`config.mk`:
```
export PLATFORM = sky130hd
export DESIGN_NAME = decoder_3to8_seq
export DESIGN_NICKNAME = d
export VERILOG_FILES = /design/src/rtl/decoder_3to8_seq.sv
export SDC_FILE = /design/constraint.sdc
export NUM_CORES = 1
export LEC_CHECK = 0
export CAP_MARGIN = 25
export CELL_PAD_IN_SITES_DETAIL_PLACEMENT = 0
export CELL_PAD_IN_SITES_GLOBAL_PLACEMENT = 1
export CORE_MARGIN = 4
export CORE_UTILIZATION = 40
export CTS_CLUSTER_SIZE = 16
export DETAILED_ROUTE_END_ITERATION = 7
export HOLD_SLACK_MARGIN = 0.05
export PLACE_DENSITY = 0.78
export SLEW_MARGIN = 20
export SYNTH_ARGS = -nofsm -noshare
export SYNTH_HDL_FRONTEND = slang
export SYNTH_SLANG_ARGS = --single-unit
```
`constraint.sdc`:
```
create_clock -name clk -period 2 [get_ports clk]
set_input_delay 0.6 -clock clk [delete_from_list [all_inputs] [get_ports clk]]
set_output_delay 0.6 -clock clk [all_outputs]
set_load 0.05 [all_outputs]
```
`src/rtl/decoder_3to8_seq.sv`:
```
// decoder_3to8_seq
//   Sequential 3-to-8 decoder. It is the counterpart of the 8-to-3 priority
//   encoder. It takes an encoded index and the encoder's invalid flag over a
//   valid/ready handshake. It drives a registered one-hot line that stays
//   asserted for HOLD_CYCLES cycles. A single-entry pending buffer holds the
//   next code, so back-to-back codes are not lost. Accepted invalid codes are
//   counted in a saturating counter for debug.
//
// Parameters
//   HOLD_CYCLES : cycles each one-hot output stays asserted (1..255)
//   ERR_W       : width of the saturating invalid-code counter
//
// Ports
//   clk        : rising-edge clock
//   rst        : asynchronous active-high reset
//   in_valid   : encoded code present
//   in_ready   : block can accept a code this cycle (combinational)
//   in_idx     : encoded index (3 bits)
//   in_invalid : encoder invalid flag; in_idx is ignored when set
//   out_onehot : decoded one-hot line
//   out_valid  : out_onehot is meaningful
//   busy       : holding an output or pending buffer occupied
//   err_count  : saturating count of accepted invalid codes
module decoder_3to8_seq #(
  parameter int unsigned HOLD_CYCLES = 4,
  parameter int unsigned ERR_W       = 8
) (
  input  logic             clk,
  input  logic             rst,
  input  logic             in_valid,
  output logic             in_ready,
  input  logic [2:0]       in_idx,
  input  logic             in_invalid,
  output logic [7:0]       out_onehot,
  output logic             out_valid,
  output logic             busy,
  output logic [ERR_W-1:0] err_count
);

  typedef enum logic {
    IDLE = 1'b0,
    HOLD = 1'b1
  } state_t;

  localparam logic [7:0] RELOAD = 8'(HOLD_CYCLES - 1);

  state_t           state, state_nxt;
  logic [7:0]       cnt, cnt_nxt;
  logic [7:0]       onehot_nxt;
  logic             out_valid_nxt;
  logic             pend_valid, pend_valid_nxt;
  logic [2:0]       pend_idx, pend_idx_nxt;
  logic [ERR_W-1:0] err_nxt;
  logic             accept;
  logic             acc_code;

  function automatic logic [7:0] dec(input logic [2:0] i);
    dec = 8'b0000_0001 << i;
  endfunction

  always_ff @(posedge clk or posedge rst) begin
    if (rst) begin
      state      <= IDLE;
      cnt        <= '0;
      out_onehot <= '0;
      out_valid  <= 1'b0;
      pend_valid <= 1'b0;
      pend_idx   <= '0;
      err_count  <= '0;
    end else begin
      state      <= state_nxt;
      cnt        <= cnt_nxt;
      out_onehot <= onehot_nxt;
      out_valid  <= out_valid_nxt;
      pend_valid <= pend_valid_nxt;
      pend_idx   <= pend_idx_nxt;
      err_count  <= err_nxt;
    end
  end

  always_comb begin
    in_ready       = (state == IDLE) | ~pend_valid;
    accept         = in_valid & in_ready;
    acc_code       = accept & ~in_invalid;

    state_nxt      = state;
    cnt_nxt        = cnt;
    onehot_nxt     = out_onehot;
    out_valid_nxt  = out_valid;
    pend_valid_nxt = pend_valid;
    pend_idx_nxt   = pend_idx;
    err_nxt        = err_count;

    // Invalid codes only count; they never touch state or outputs.
    if (accept && in_invalid && (err_count != '1))
      err_nxt = err_count + ERR_W'(1);

    unique case (state)
      IDLE: begin
        if (acc_code) begin
          state_nxt     = HOLD;
          onehot_nxt    = dec(in_idx);
          out_valid_nxt = 1'b1;
          cnt_nxt       = RELOAD;
        end
      end
      HOLD: begin
        if (cnt != '0) begin
          cnt_nxt = cnt - 8'd1;
          // in_ready here implies the pending slot is empty.
          if (acc_code) begin
            pend_valid_nxt = 1'b1;
            pend_idx_nxt   = in_idx;
          end
        end else if (pend_valid) begin
          onehot_nxt     = dec(pend_idx);
          cnt_nxt        = RELOAD;
          pend_valid_nxt = 1'b0;
        end else if (acc_code) begin
          // A code arriving on the expiry edge bypasses the pending slot,
          // so out_valid has no gap.
          onehot_nxt = dec(in_idx);
          cnt_nxt    = RELOAD;
        end else begin
          state_nxt     = IDLE;
          onehot_nxt    = '0;
          out_valid_nxt = 1'b0;
        end
      end
      default: state_nxt = IDLE;
    endcase
  end

  assign busy = (state == HOLD) | pend_valid;

endmodule

```
==> run metrics <==
synth warn=0; area of the multi-input gates=758 um2; Synth async-reset ratio=1.00; leading area contributor after synthesis=dfrtp_1; largest net degree at the start of global routing=31; Leakage=approximately 0.95 nW; critical path data required time=1.40 ns; Ant. Diodes=0; final hold vios=0; Area Overhead vs Synth=34.1%; core area=approximately 3700 um2; Hold WC Path Type=register to register; clk_skew=0.00250 ns; DP Cell Count=~250; Max-cap violations=0; GRT overflow=0; Layout Cells excl Fill=253; Core Rows=22; H-tree depth=2; Yosys cell types=44; Final Util=0.560; Tot GR Track Use=0.157; endpoints failing setup=0; DP Worst Slack=-0.159 ns; Mean Syn Cell Area=10.1 um2; Buffers on Ports=25; post-synthesis cell area=1550 um2; DRC errors left=0; Detailed Route WL=about 3.6 mm; endpoint arrival time on the critical path=approximately 1.3 ns; routed via count=1380; fin crit share=0.950; hpwl dp=2.80 mm; register area share after synthesis=0.483; Post-Syn Nets=163; clk root buf=clkbuf_8; clock sink count=30; Die ar.=4940 um2; Post-DP Area=1970 um2; Cells after Synth=153; largest cells by area after synthesis=dfrtp_1 48%, mux2_2 2.9%, a22o_1 2.8%; Initial Util=0.418; Fmax achieved=526 MHz; nets@finish=214; Clk pin slew, worst setup/hold paths=0.06 ns; WL per Instance=14.3 um; CP Max Fanout=10; Post-CTS Hold Buffers=0; VDD IR max=about 0.85 mV; RSZ-0062 raised after global routing=false; fin crit period=1.90 ns; fillers=345; Final WS setup=0.0998 ns; most common cell after layout, fill and taps aside=buf_4; dominant synthesized flop cell=dfrtp_1; final setup TNS=0 ns; Worst Setup Path Type=register to output pin; Post-synth EDFFs=0; CP startpoint kind=register; top-area cell type share of the netlist area=0.483; TritonRoute pass-1 iters=4; slew of the pin with the lowest slew margin=0.379 ns; TritonCTS clock tree=built; Final Max Tran Viols=0; worst-case clock buffer depth=2; Post-CTS Setup Bufs=0; outcome=finished, final reports clean; post-synthesis sequential element count=30; Worst-Skew Late Latency=0.28 ns; Die Height=around 70 um; design area=2080 um2; die width=70.3 um; routability cong.=0.901; CP Capture Type=output pin; register area=751 um2; layout cells sized above 1=0.293; setup slack, reg-to-reg=0.13 ns; # IOs=26; PwrDens=1670 nW/um2; vias in the first global route=between 1k and 1.5k; commonest non-fill, non-tap cells in the layout=41 x buf_4, 30 x dfrtp_1, 10 x nand2_1; Vias/cell=~5.5; slew margin rel.=0.744; global-route wire length before repair=6.16 mm; CTS Buf Count=5; Post-DRT Antenna Nets=0; post-CTS resize count=1; DR iter-0 viols=88; initial antenna violation count=0
-- area by class of cell --
type / count / share of cell area
Multi-Input combinational cell: 111 / 0.364
Sequential cell: 30 / 0.361
Inverter: 9 / 0.0174
Clock buffer: 5 / 0.0331
Clock inverter: 3 / 0.0192
Timing Repair Buffer: 47 / 0.177
Tap cell: 48 / 0.0288
-- stage by stage --
step | power, W | hold slack, ns
after floorplan | 0.00227 | 0.510
after global placement | 0.00283 | 0.492
after detailed placement | 0.00288 | 0.487
after CTS | 0.00349 | 0.509
after global routing | 0.00372 | 0.526
final | 0.00347 | 0.506
-- flip-flops by register name, indices dropped and copies added, names as in the netlist --
register    cells
out_valid       1
cnt             8
pend_idx        3
err_count       8
state           1
out_onehot      8
pend_valid      1
-- layer usage --
metal | part of all wire | GRT usage | up-vias
met5 | 0 | 0 | -
met4 | 0.013 | 0.0447 | 0
met3 | 0.047 | 0.0446 | 5
met2 | 0.46 | 0.240 | 39
met1 | 0.48 | 0.216 | 663
li1 | - | - | 673
-- Yosys cell counts, types with 2 or more instances --
cell type  number
inv_1           8
a22o_1          5
nand4_1         5
or3_1           2
nand2b_1        3
a21oi_1         6
o2bb2ai_1       3
o21a_1          2
a211o_1         2
nand4b_1        2
dfrtp_1        30
nand2_1        10
xnor2_1         5
mux2_2          4
nor4_1          4
nand3_1         8
nor3_1          8
ha_1            3
nor2_1          7
clkbuf_1        2
nor3b_1         4
and3_1          3
o21ai_0         5
mux2i_1         2
-- path summary, 6_finish.rpt --
check / from / to / cells past startpoint
setup / recovery: state$_DFF_PP0_ / in_ready / 3
hold / removal: out_onehot[2]$_DFFE_PP0P_ / out_onehot[2]$_DFFE_PP0P_ / 1
setup reg to reg: cnt[2]$_DFF_PP0_ / out_onehot[4]$_DFFE_PP0P_ / 5
hold reg to reg: out_onehot[2]$_DFFE_PP0P_ / out_onehot[2]$_DFFE_PP0P_ / 1
max in group asynchronous: rst / pend_idx[0]$_DFFE_PP0P_ / 3
min in group asynchronous: rst / err_count[6]$_DFFE_PP0P_ / 3
-- critical path, stage by stage (launching register included) --
cell,delay (ns)
dfrtp_1,0.42
and2_2,0.26
inv_4,0.13
buf_4,0.21
-- report_power, final --
| group | internal (W) | switching (W) | total (W) | leakage, nW |
|---|---|---|---|---|
| Combinational | 0.000719 | 0.00106 | 0.00177 | 0.519 |
| Sequential | 0.000842 | 0.000263 | 0.00111 | 0.376 |
| Clock | 0.000366 | 0.000223 | 0.000589 | 0.0579 |
| Total | 0.00193 | 0.00154 | 0.00347 | 0.953 |
-- cell families (layout without fill, tap and decap cells) --
kind of cell             after synthesis  count (layout)  synth area share
adder cells (fa/ha/maj)                3               3            0.0242
AO/OA/AOI/OAI                         34              34             0.166
XOR/XNOR                               6               6            0.0338
multiplexers                           6               6            0.0419
buffers and inverters                 12              64            0.0290
AND/OR/NAND/NOR                       62              62             0.222
flip-flops                            30              30             0.483
(Power assumes the default switching activity.)
